## src/rtl/site_mutator.sv

```systemverilog
// site_mutator: per-site nucleotide mutator. Each accepted beat draws a
// pseudo-random number from a 16-bit Galois LFSR and samples the child
// nucleotide from the parent's row of the transition matrix. Once every site
// of the alignment word has been written, the child word is offered downstream.
module site_mutator #(
    parameter int          N_SITES   = 8,
    parameter int          PW        = 10,
    parameter logic [15:0] LFSR_SEED = 16'hACE1
) (
    input  logic                       clk,
    input  logic                       reset,
    input  logic                       in_valid,
    output logic                       in_ready,
    input  logic [$clog2(N_SITES)-1:0] pos,
    input  logic [4*N_SITES-1:0]       nucl_alig,
    input  logic [16*PW-1:0]           matrix_P,
    output logic                       out_valid,
    input  logic                       out_ready,
    output logic [4*N_SITES-1:0]       child_alig,
    output logic                       err
);

    localparam int          POS_W = $clog2(N_SITES);
    localparam int          CW    = PW + 2;
    // An all-zero seed would lock the LFSR, so it is replaced by 1.
    localparam logic [15:0] SEED  = (LFSR_SEED == 16'h0000) ? 16'h0001 : LFSR_SEED;
    localparam logic [15:0] POLY  = 16'hB400;

    typedef enum logic [2:0] {IDLE, DRAW, SELECT, WRITE, FULL} state_t;

    state_t               state_reg;
    logic [POS_W-1:0]     pos_reg;
    logic [3:0]           parent_reg;
    logic [3*PW-1:0]      row_reg;      // P3 never influences the draw, so only three entries are kept
    logic [15:0]          lfsr_reg;
    logic [PW-1:0]        r_reg;
    logic [3:0]           child_reg;
    logic [4*N_SITES-1:0] buf_reg;
    logic [N_SITES-1:0]   mask_reg;
    logic                 err_reg;
    logic                 in_ready_reg;
    logic                 out_valid_reg;

    logic [3:0]           parent_in;
    logic [1:0]           row_idx;
    logic [3*PW-1:0]      row_in;
    logic                 parent_valid;
    logic [15:0]          lfsr_step;
    logic [CW-1:0]        cum0, cum1, cum2, r_ext;
    logic [3:0]           child_sel;
    logic [N_SITES-1:0]   pos_onehot;
    logic [N_SITES-1:0]   mask_set;

    // Slot decoder for the site currently being written.
    generate
        for (genvar gi = 0; gi < N_SITES; gi++) begin : g_pos_dec
            assign pos_onehot[gi] = (pos_reg == POS_W'(gi));
        end
    endgenerate

    assign mask_set = mask_reg | pos_onehot;

    // Pick the parent nibble at the incoming position and its matrix row.
    always_comb begin
        parent_in = nucl_alig[pos*4 +: 4];
        row_idx   = 2'd0;
        case (parent_in)
            4'b0001: row_idx = 2'd0;
            4'b0010: row_idx = 2'd1;
            4'b0100: row_idx = 2'd2;
            4'b1000: row_idx = 2'd3;
            default: row_idx = 2'd0;
        endcase
        row_in = matrix_P[row_idx*4*PW +: 3*PW];
    end

    // Next LFSR state: Galois form, shifting right.
    always_comb begin
        lfsr_step = lfsr_reg >> 1;
        if (lfsr_reg[0]) begin
            lfsr_step = (lfsr_reg >> 1) ^ POLY;
        end
    end

    // Inverse-CDF sampling; any mass left beyond cum2 falls to T.
    always_comb begin
        parent_valid = 1'b0;
        case (parent_reg)
            4'b0001, 4'b0010, 4'b0100, 4'b1000: parent_valid = 1'b1;
            default:                            parent_valid = 1'b0;
        endcase
        cum0  = {2'b00, row_reg[PW-1:0]};
        cum1  = cum0 + {2'b00, row_reg[2*PW-1:PW]};
        cum2  = cum1 + {2'b00, row_reg[3*PW-1:2*PW]};
        r_ext = {2'b00, r_reg};
        if (r_ext < cum0) begin
            child_sel = 4'b0001;
        end else if (r_ext < cum1) begin
            child_sel = 4'b0010;
        end else if (r_ext < cum2) begin
            child_sel = 4'b0100;
        end else begin
            child_sel = 4'b1000;
        end
        // A corrupt parent passes through untouched.
        if (!parent_valid) begin
            child_sel = parent_reg;
        end
    end

    // Main control FSM with registered handshake outputs.
    always_ff @(posedge clk or negedge reset) begin
        if (!reset) begin
            state_reg     <= IDLE;
            pos_reg       <= '0;
            parent_reg    <= '0;
            row_reg       <= '0;
            lfsr_reg      <= SEED;
            r_reg         <= '0;
            child_reg     <= '0;
            buf_reg       <= '0;
            mask_reg      <= '0;
            err_reg       <= 1'b0;
            in_ready_reg  <= 1'b0;
            out_valid_reg <= 1'b0;
        end else begin
            case (state_reg)
                IDLE: begin
                    if (in_valid && in_ready_reg) begin
                        pos_reg      <= pos;
                        parent_reg   <= parent_in;
                        row_reg      <= row_in;
                        in_ready_reg <= 1'b0;
                        state_reg    <= DRAW;
                    end else begin
                        in_ready_reg <= 1'b1;
                    end
                end
                DRAW: begin
                    lfsr_reg  <= lfsr_step;
                    r_reg     <= lfsr_step[PW-1:0];
                    state_reg <= SELECT;
                end
                SELECT: begin
                    child_reg <= child_sel;
                    if (!parent_valid) begin
                        err_reg <= 1'b1;
                    end
                    state_reg <= WRITE;
                end
                WRITE: begin
                    buf_reg[pos_reg*4 +: 4] <= child_reg;
                    mask_reg                <= mask_set;
                    if (&mask_set) begin
                        out_valid_reg <= 1'b1;
                        state_reg     <= FULL;
                    end else begin
                        in_ready_reg <= 1'b1;
                        state_reg    <= IDLE;
                    end
                end
                FULL: begin
                    if (out_ready) begin
                        out_valid_reg <= 1'b0;
                        mask_reg      <= '0;
                        in_ready_reg  <= 1'b1;
                        state_reg     <= IDLE;
                    end
                end
                default: begin
                    state_reg <= IDLE;
                end
            endcase
        end
    end

    assign in_ready   = in_ready_reg;
    assign out_valid  = out_valid_reg;
    assign child_alig = buf_reg;
    assign err        = err_reg;

endmodule

```

## config.mk

```make
export PLATFORM = sky130hd
export DESIGN_NAME = site_mutator
export DESIGN_NICKNAME = d
export VERILOG_FILES = /design/src/rtl/site_mutator.sv
export SDC_FILE = /design/constraint.sdc
export NUM_CORES = 1
export LEC_CHECK = 0
export ABC_CLOCK_PERIOD_IN_PS = 4900
export CAP_MARGIN = 15
export CORE_MARGIN = 4
export CORE_UTILIZATION = 40
export CTS_BUF_LIST = sky130_fd_sc_hd__clkbuf_8
export DETAILED_ROUTE_END_ITERATION = 7
export GPL_TIMING_DRIVEN = 1
export HOLD_SLACK_MARGIN = 0.03
export PLACE_DENSITY = 0.81
export SLEW_MARGIN = 5
export SYNTH_ARGS = -nofsm -noshare
export SYNTH_HDL_FRONTEND = slang
export SYNTH_SLANG_ARGS = --single-unit
export TNS_END_PERCENT = 30
```

## constraint.sdc

```tcl
create_clock -name clk -period 4.9 [get_ports clk]
set_clock_uncertainty 0.15 [all_clocks]
set_input_delay 0.49 -clock clk [delete_from_list [all_inputs] [get_ports clk]]
set_output_delay 0.49 -clock clk [all_outputs]
set_load 0.03 [all_outputs]
```

-- Word level (Yosys, flattened, before mapping)
Index checks and enable logic that the tools add are counted.
- register bits: 113
- bits of input ports: 199
- output and inout port bits: 35
- logic and storage cells: 82
- add/sub/neg operators: 3
- $mul: 1
- order comparisons: 3
- equal/unequal tests: 22
- shift-type cells: 4
- multiplexer cells: 21
- bitwise logic cells: 3
- reductions and logical operators: 13
- operators with widths (cell ; number):
    160-bit by 9-bit variable part select with 30-bit output ; 1
    5-bit negation with 34-bit output ; 1
    4-bit by 34-bit variable shift with 32-bit output, first input constant ; 1
    4-bit by 34-bit variable part select with 32-bit output ; 1
    32-bit bitwise mux ; 1
    32-bit by 6-bit variable part select with 4-bit output ; 1
    16-bit 2-to-1 mux ; 1
    4-bit 2-to-1 mux ; 4
    8-bit one-hot mux with 2 select lines ; 1
    3-bit == test, second input constant ; 5
    3-bit one-hot mux with 5 select lines ; 1
    11-bit by 10-bit adder with 12-bit output ; 1
    3-bit by 2-bit == test with 1-bit output, second input constant ; 4
    10-bit by 12-bit < comparator with 1-bit output ; 1
    10-bit by 10-bit adder with 11-bit output ; 1
    10-bit by 11-bit < comparator with 1-bit output ; 1
    10-bit < comparator ; 1
    3-bit 2-to-1 mux ; 3
    4-bit by 2-bit == test with 1-bit output, second input constant ; 2
    4-bit by 3-bit == test with 1-bit output, second input constant ; 2
    4-bit == test, second input constant ; 2
    8-bit 2-to-1 mux ; 1
    2-bit inequality test, second input constant ; 4
    8-bit bitwise OR ; 1
    other kinds (17) ; 28

-- Depth between registers and ports, before layout
Gate-level depths: netlist of run 1.
- depth after elaboration: 7
- depth in mapped cells: 19
- depth with buffers taken out: 19

-- Worst setup path before layout of run 1
OpenSTA, ideal clock, no wires.
- path type: reg2reg
- start point: register row_reg[0]
- end point: register child_reg[3]
- setup time: 126 ps
- arrival time: 3729 ps
- data required time: 4624 ps
- setup slack: 894 ps
- cell stages (with the launch flop): 19
- path buffers: 0
- clock period less this slack: 4006 ps
- cells stage by stage: dfrtp_1 ha_1 fa_1 a21o_1 a21oi_2 nor2_1 o21a_1 nor2_1 xnor2_1 ha_1 or3_1 o221a_2 a21oi_1 xor2_1 ha_1 o21a_1 o21ai_0 a211oi_1 a221o_1
- word-level cells in the longest chain between the ends: 7
- elaborated cells on any way between the ends: 9
- classes of those cells: add/sub: 2; order compare: 3; mux: 4
- ends and longest elaborated chain (element ; RTL line ; text):
    start: declaration ; 34 ; logic [3*PW-1:0] row_reg;
    start signal: assignment ; 132 ; row_reg <= row_in;
    10-bit by 10-bit adder with 11-bit output ; 93 ; cum1 = cum0 + {2'b00, row_reg[2*PW-1:PW]};
    11-bit by 10-bit adder with 12-bit output ; 94 ; cum2 = cum1 + {2'b00, row_reg[3*PW-1:2*PW]};
    10-bit by 12-bit < comparator with 1-bit output ; 100 ; end else if (r_ext < cum2) begin
    4-bit 2-to-1 mux ; 100 ;
    4-bit 2-to-1 mux ; 98 ; end else if (r_ext < cum1) begin
    4-bit 2-to-1 mux * ; 96 ; if (r_ext < cum0) begin
    4-bit 2-to-1 mux * ; 106 ; if (!parent_valid) begin
    end signal: assignment ; 145 ; child_reg <= child_sel;
    end: declaration ; 37 ; logic [3:0] child_reg;
Every way passes the cells marked *; elsewhere a longest branch is shown, timed or not.
A chain may end at the register's enable or synchronous reset.

-- Final worst setup path of run 1
Same ends and word-level chain as after synthesis.

==> out/qor.csv, run 1 <==
metric,value,unit
leading cell type by number of instances after synthesis,sky130_fd_sc_hd__nand2_1,
commonest cells in the netlist,"sky130_fd_sc_hd__nand2_1, sky130_fd_sc_hd__dfrtp_1, sky130_fd_sc_hd__ha_1",
number of H-tree levels,3,
I/O pin count,234,
max-slew violation total from the final report,0,
layout net count,1239,
mean routed wirelength per cell,16.6,microns
class of the tightest hold or removal check,reg2reg,
cell depth of the worst hold path,2,
final global-route overflow total,0,
CTS clock-pin slew for the worst setup and hold paths,100,ps
core outline area,18800,sq um
clock tree from TritonCTS,done,
number of antenna violations at the first check in global routing,0,
number of nets with antenna violations after routing,0,
total wire length,20700,microns
synthesized net count,1074,
final setup violating endpoints,0,
unique cell type count in the Yosys netlist,68,
count of input and output buffers,193,
cts bufs inserted,9,
average size of a mapped cell,9.44,sq um
number of design-rule violations left by the first detailed-router iteration,381,
"Data arrival, critical path",4450,ps
maximum number of pins on one net before global-route repair,65,
power density over the cells,527,nW/um^2
peak ir drop on the vdd network,0.000285,V
final worst path period share,88.1,%
master cell of the clock root buffer,sky130_fd_sc_hd__clkbuf_8,
global-route wire length before repair,34600,microns
vias after detailed routing,6799,
clock insertion delay at the later pin of the skew report,390,ps
first drt pass iteration count,4,
crit end category,flip-flop,
initial core utilization,41.0,%
Post-synth ARST share,100,%
startpoint of the worst register-to-register path,row_reg[0],
beginning of the worst hold path,lfsr_reg[15],
leading post-synthesis cells by cell area,"sky130_fd_sc_hd__dfrtp_1, sky130_fd_sc_hd__ha_1, sky130_fd_sc_hd__nand2_1",
end of the worst register-to-register path,child_reg[3],
result of the run,completed,
TritonCTS sink count,107,
setup slack of the worst register-to-register path,580,ps
height of the die,147,microns
die boundary width,147,microns
area overhead of the layout relative to synthesis,29.2,%
number of max-capacitance violations reported,0,
Final Hold Viols,0,
actual slew at the worst max-slew pin,962,ps
number of global-route vias before repair,6958,
number of placement rows,50,
combined area of all synthesized cells,7720,sq um
count of antenna diodes in the layout,0,
count of cells along the worst register-to-register path,19,
count of unresolved DRC violations after routing,0,
synthesis-stage register bit count,107,
synthesized netlist cell count,818,
setup repair after global routing missed its margin,no,
yosys warns,0,
fraction of the yosys area taken by sequential cells,34.8,%
flip-flop count of the largest register after layout,32,
non-filler instance count after layout,1248,
fraction of layout instances using a drive strength above 1,12.9,%
Die Area,21600,sq um
Sum Neg Setup Slack,0,ps
Tmin final,4320,ps
peak clock frequency supported by timing,232,MHz
Setup CP Type,reg2reg,
placed cell count,1231,
largest area contributor in the synthesized netlist,sky130_fd_sc_hd__dfrtp_1,
maximum fanout count along the critical path,4,
most used flip-flop cell after synthesis,sky130_fd_sc_hd__dfrtp_1,
worst relative slew slack,34.2,%
kind of start point of the critical path,flip-flop,
maximum clock insertion buffer count,2,
cell leakage power,4.41,nW
number of buffers inserted by post-CTS setup repair,0,
proportion of netlist area held by the largest area contributor,32.1,%
number of enable flip-flop cells after synthesis,0,
Worst Hold End,lfsr_reg[15],
global placement routability congestion,0.916,
total half-perimeter wirelength after legalization and detailed placement,16400,microns
Worst Path Required,5030,ps
total global routing track utilization,19.3,%
routed vias/inst,5.45,
## per-stage QoR
step,hold slack [ps],setup slack [ps],power (mW),utilization (%),instance area (sq um)
after floorplan,44.4,895,3.86,-,7720
after global placement,297,690,4.61,51.8,9760
after detailed placement,298,521,4.73,51.8,9760
after CTS,314,536,5.29,53.0,9970
after global routing,349,243,5.77,53.0,9970
final,314,583,5.25,53.0,9970
## cells in the final DEF, fill, tap and decap left out, types with 4 or more instances in the layout
cell type	Yosys	layout
sky130_fd_sc_hd__clkdlybuf4s50_1	0	192
sky130_fd_sc_hd__dfstp_2	8	8
sky130_fd_sc_hd__o21a_1	5	5
sky130_fd_sc_hd__dfrtp_1	99	99
sky130_fd_sc_hd__nor3b_1	9	9
sky130_fd_sc_hd__nand3_1	16	16
sky130_fd_sc_hd__mux4_2	10	10
sky130_fd_sc_hd__and2_1	7	7
sky130_fd_sc_hd__nand2b_1	5	5
sky130_fd_sc_hd__o22ai_2	30	30
sky130_fd_sc_hd__nand2_1	151	151
sky130_fd_sc_hd__buf_4	10	8
sky130_fd_sc_hd__inv_1	51	51
sky130_fd_sc_hd__nor2b_1	4	4
sky130_fd_sc_hd__a22o_1	4	4
sky130_fd_sc_hd__o21ai_1	30	30
sky130_fd_sc_hd__clkbuf_8	0	10
sky130_fd_sc_hd__a31oi_1	12	12
sky130_fd_sc_hd__o21ai_0	40	40
sky130_fd_sc_hd__nor2_1	28	27
sky130_fd_sc_hd__a221oi_2	30	30
sky130_fd_sc_hd__a21o_1	12	12
sky130_fd_sc_hd__inv_8	0	4
sky130_fd_sc_hd__mux2i_1	11	11
sky130_fd_sc_hd__mux2_2	12	12
sky130_fd_sc_hd__ha_1	55	55
sky130_fd_sc_hd__a21oi_1	21	21
sky130_fd_sc_hd__xor2_1	10	10
sky130_fd_sc_hd__and3_1	4	4
sky130_fd_sc_hd__a32oi_1	4	4
sky130_fd_sc_hd__xnor2_1	11	11
sky130_fd_sc_hd__nor3_1	10	10
sky130_fd_sc_hd__o22ai_1	33	33
## worst max path at each step
stage | startpoint | to | slack [ps] | cells after the start
finish | row_reg[0] | child_reg[3] | 580 | 19
global route | row_reg[0] | child_reg[3] | 240 | 19
CTS | row_reg[0] | child_reg[3] | 540 | 19
detailed placement | row_reg[0] | child_reg[3] | 520 | 19
global placement | row_reg[0] | child_reg[3] | 690 | 19
floorplan | row_reg[0] | child_reg[3] | 890 | 18
## report_power, final
group | switching (mW) | internal (mW) | leakage, nW | total, mW
Combinational | 1.80 | 1.48 | 2.97 | 3.28
Sequential | 0.276 | 1.15 | 1.35 | 1.42
Clock | 0.330 | 0.215 | 0.101 | 0.545
Total | 2.41 | 2.85 | 4.41 | 5.25
## metal layers
layer / global-route usage [%] / vias to the layer above / part of all wire [%]
met5: 0 / - / 0
met4: 6.20 / 0 / 2.5
met3: 4.01 / 35 / 5.7
met2: 32.7 / 214 / 48
met1: 24.7 / 3225 / 43
li1: - / 3325 / -
## area by class of cell
| cell class | count | area (sq um) |
|---|---|---|
| Clock buffer | 10 | 138 |
| Clock inverter | 6 | 61.3 |
| Fill cell | 1690 | 8860 |
| Inverter | 53 | 199 |
| Multi-Input combinational cell | 610 | 4550 |
| Sequential cell | 107 | 2690 |
| Tap cell | 260 | 325 |
| Timing Repair Buffer | 202 | 2010 |
## logic make-up (layout without fill, tap and decap cells)
logic type	Yosys count	in the layout	share of synthesized area, %
buffers and inverters	101	271	6.45
AND/OR/NAND/NOR	250	250	14.5
adder cells (fa/ha/maj)	57	57	9.43
multiplexers	34	34	6.24
AO/OA/AOI/OAI	248	248	26.2
flip-flops	107	107	34.8
XOR/XNOR	21	21	2.38
## critical path: stages (launching register included)
cell                       delay [ps]
sky130_fd_sc_hd__dfrtp_1          410
sky130_fd_sc_hd__ha_1             230
sky130_fd_sc_hd__fa_1             400
sky130_fd_sc_hd__a21o_1           180
sky130_fd_sc_hd__a21oi_2          170
sky130_fd_sc_hd__nor2_1           100
sky130_fd_sc_hd__o21a_1           170
sky130_fd_sc_hd__nor2_1           110
sky130_fd_sc_hd__xnor2_1          140
sky130_fd_sc_hd__ha_1             250
sky130_fd_sc_hd__or3_1            340
sky130_fd_sc_hd__o221ai_1         240
sky130_fd_sc_hd__o21ai_0          150
sky130_fd_sc_hd__xnor2_1          150
sky130_fd_sc_hd__ha_1             190
sky130_fd_sc_hd__nor3_1           160
sky130_fd_sc_hd__o21ai_0          100
sky130_fd_sc_hd__a41oi_1          180
sky130_fd_sc_hd__a211oi_1          90
sky130_fd_sc_hd__a221o_1          300
## timing repair
| item | in CTS | in global routing |
|---|---|---|
| endpoints found under the setup margin | 0 | 0 |
| hold buffers | 1 | 0 |
| resized for setup | 0 | 0 |
| hold endpoints to repair | 43 | 0 |
No activity file was read; power rests on OpenSTA's default activity.
==> run 2: changes to the inputs <==
--- a/config.mk
+++ b/config.mk
@@ -7,6 +7,7 @@
 export LEC_CHECK = 0
 export ABC_CLOCK_PERIOD_IN_PS = 4900
 export CAP_MARGIN = 15
+export CORE_ASPECT_RATIO = 0.6
 export CORE_MARGIN = 4
 export CORE_UTILIZATION = 40
 export CTS_BUF_LIST = sky130_fd_sc_hd__clkbuf_8
@@ -14,6 +15,7 @@
 export GPL_TIMING_DRIVEN = 1
 export HOLD_SLACK_MARGIN = 0.03
 export PLACE_DENSITY = 0.81
+export SETUP_SLACK_MARGIN = 0.2
 export SLEW_MARGIN = 5
 export SYNTH_ARGS = -nofsm -noshare
 export SYNTH_HDL_FRONTEND = slang
==> run 2 against run 1 <==
Net effect: sequential power hardly changed; die area is 0.34% higher; cell area hardly changed; cell count is 0.96% lower; register-to-register slack worse by 60 ps; hold slack worse by 260 ps; highest routed layer unchanged.
==> out/qor.csv, run 2 (same netlist as run 1, synthesis figures left out) <==
metric,value,unit
number of global-route vias before repair,6892,
master cell of the clock root buffer,sky130_fd_sc_hd__clkbuf_8,
chain of cells forming the critical path,ha_1 > fa_1 > a21o_1 > a21oi_2 > nor2_1 > o21a_1 > nor2_1 > xnor2_1 > ha_1 > or3_1 > o221a_2 > a21oi_1 > xor2_1 > ha_1 > nor3_2 > o21ai_0 > a41oi_1 > a211oi_1 > o211ai_1,
end of the worst register-to-register path,child_reg[2],
final standard cell area without fillers,9970,sq um
Clk pwr share,10.0,%
total global routing track utilization,20.3,%
start point of the critical path,row_reg[0],
global placement routability congestion,0.898,
TritonCTS sink count,107,
setup slack of the worst register-to-register path,520,ps
crit end category,flip-flop,
Flop pwr share,26.7,%
result of the run,completed,
most frequent standard cell in the layout excluding fill and tap cells,sky130_fd_sc_hd__clkdlybuf4s50_1,
mean routed wirelength per cell,17.9,microns
non-filler instance count after layout,1236,
CTS clock-pin slew for the worst setup and hold paths,120,ps
switching power total,2.52,mW
area post-placement,9750,sq um
actual slew at the worst max-slew pin,955,ps
startpoint of the worst register-to-register path,row_reg[0],
final core utilization,52.5,%
portion of total power attributed to combinational logic,63.3,%
class of the tightest hold or removal check,in2async,
cell leakage power,4.43,nW
height of the die,116,microns
core outline area,19000,sq um
number of max-capacitance violations reported,0,
placed cell count,1219,
setup repair after global routing missed its margin,no,
die boundary width,187,microns
Setup CP Type,reg2reg,
vias after detailed routing,6840,
worst relative slew slack,36.1,%
peak ir drop on the vdd network,0.000323,V
count of unresolved DRC violations after routing,0,
clock insertion delay at the later pin of the skew report,390,ps
count of input and output buffers,193,
area overhead of the layout relative to synthesis,29.1,%
library cell appearing most often on the critical path,sky130_fd_sc_hd__ha_1,
total wire length,22100,microns
maximum clock insertion buffer count,2,
first drt pass iteration count,5,
Worst Path Required,5010,ps
initial core utilization,40.7,%
number of antenna violations at the first check in global routing,0,
Sum Neg Setup Slack,0,ps
final worst path period share,89.3,%
number of placement rows,39,
"Data arrival, critical path",4490,ps
layout net count,1241,
switching fraction of total power,46.9,%
routed vias/inst,5.53,
peak clock frequency supported by timing,228,MHz
Tmin final,4380,ps
power density over the cells,539,nW/um^2
count of antenna diodes in the layout,0,
max-slew violation total from the final report,0,
Die Area,21700,sq um
Worst path slowest cell,sky130_fd_sc_hd__fa_1,
final global-route overflow total,0,
"commonest cells after routing, fill and taps aside","sky130_fd_sc_hd__clkdlybuf4s50_1, sky130_fd_sc_hd__nand2_1, sky130_fd_sc_hd__dfrtp_1, sky130_fd_sc_hd__ha_1, sky130_fd_sc_hd__inv_1",
endpoint of the most critical setup path,child_reg[2],
count of cells along the worst register-to-register path,19,
FILL cells,1698,
flip-flop count of the largest register after layout,32,
I/O pin count,234,
cts bufs inserted,9,
internal power,2.85,mW
number of design-rule violations left by the first detailed-router iteration,379,
global-route wire length before repair,35800,microns
number of nets with antenna violations after routing,0,
maximum fanout count along the critical path,4,
delay of the slowest cell on the worst path,420,ps
number of H-tree levels,3,
clock tree from TritonCTS,done,
fraction of layout instances using a drive strength above 1,13.2,%
maximum number of pins on one net before global-route repair,73,
final setup violating endpoints,0,
total half-perimeter wirelength after legalization and detailed placement,17500,microns
Final Hold Viols,0,
kind of start point of the critical path,flip-flop,
-- run 2: metrics by stage --
step	setup WS, ps	hold WS (ps)	total power [mW]
2_1_floorplan	895	44.4	3.86
3_3_place_gp	705	291	4.63
3_5_place_dp	515	305	4.76
4_1_cts	479	92.4	5.33
5_1_grt	221	150	5.86
6_report	522	58.3	5.37
-- run 2: layer usage --
layer | share of wire (%) | wire (microns) | vias to the layer above | GRT usage, %
li1 | - | - | 3324 | -
met5 | 0 | 0 | - | 0
met3 | 7.4 | 1640 | 26 | 5.51
met2 | 45 | 9870 | 238 | 32.4
met4 | 1.3 | 281 | 0 | 3.40
met1 | 47 | 10300 | 3252 | 28.5
-- run 2: power by group through the flow --
| stage | Sequential (mW) | Combinational [mW] | Clock (mW) |
|---|---|---|---|
| 2_1_floorplan | 1.45 | 2.41 | 0 |
| 3_3_place_gp | 1.43 | 3.20 | 0 |
| 3_5_place_dp | 1.45 | 3.32 | 0 |
| 4_1_cts | 1.43 | 3.35 | 0.550 |
| 5_1_grt | 1.47 | 3.79 | 0.590 |
| 6_report | 1.44 | 3.40 | 0.538 |
-- run 2: final cells by class --
class / count / area, sq um / share of cell area [%]
clock inverter: 7 / 70.1 / 0.703
inverter: 53 / 199 / 2.00
clock buffer: 9 / 124 / 1.24
tap: 246 / 308 / 3.09
multi-input combinational: 610 / 4560 / 45.8
sequential: 107 / 2690 / 27.0
timing repair buffer: 204 / 2020 / 20.2
-- run 2: timing repair --
action	CTS	global route
gates resized for setup	0	2
endpoints found under the setup margin	0	1
hold buffers	0	0
buffers inserted	0	0
-- run 2: critical path: cells and delay by family, from the launching register on --
family	cells	cell delay, ps
AOI/OAI and AO/OA	9	1660
adders and majority gates	4	1120
and+or+nand+nor	4	610
DFF	1	410
xor gates and xnor gates	2	290
-- run 2: worst min path at each step --
stage,endpoint,slack (ps),cells after the start
2_1_floorplan,child_alig[0],40,0
3_3_place_gp,err,290,1
3_5_place_dp,lfsr_reg[7],310,2
4_1_cts,child_alig[30],90,1
5_1_grt,child_alig[26],150,1
6_report,child_alig[30],60,1
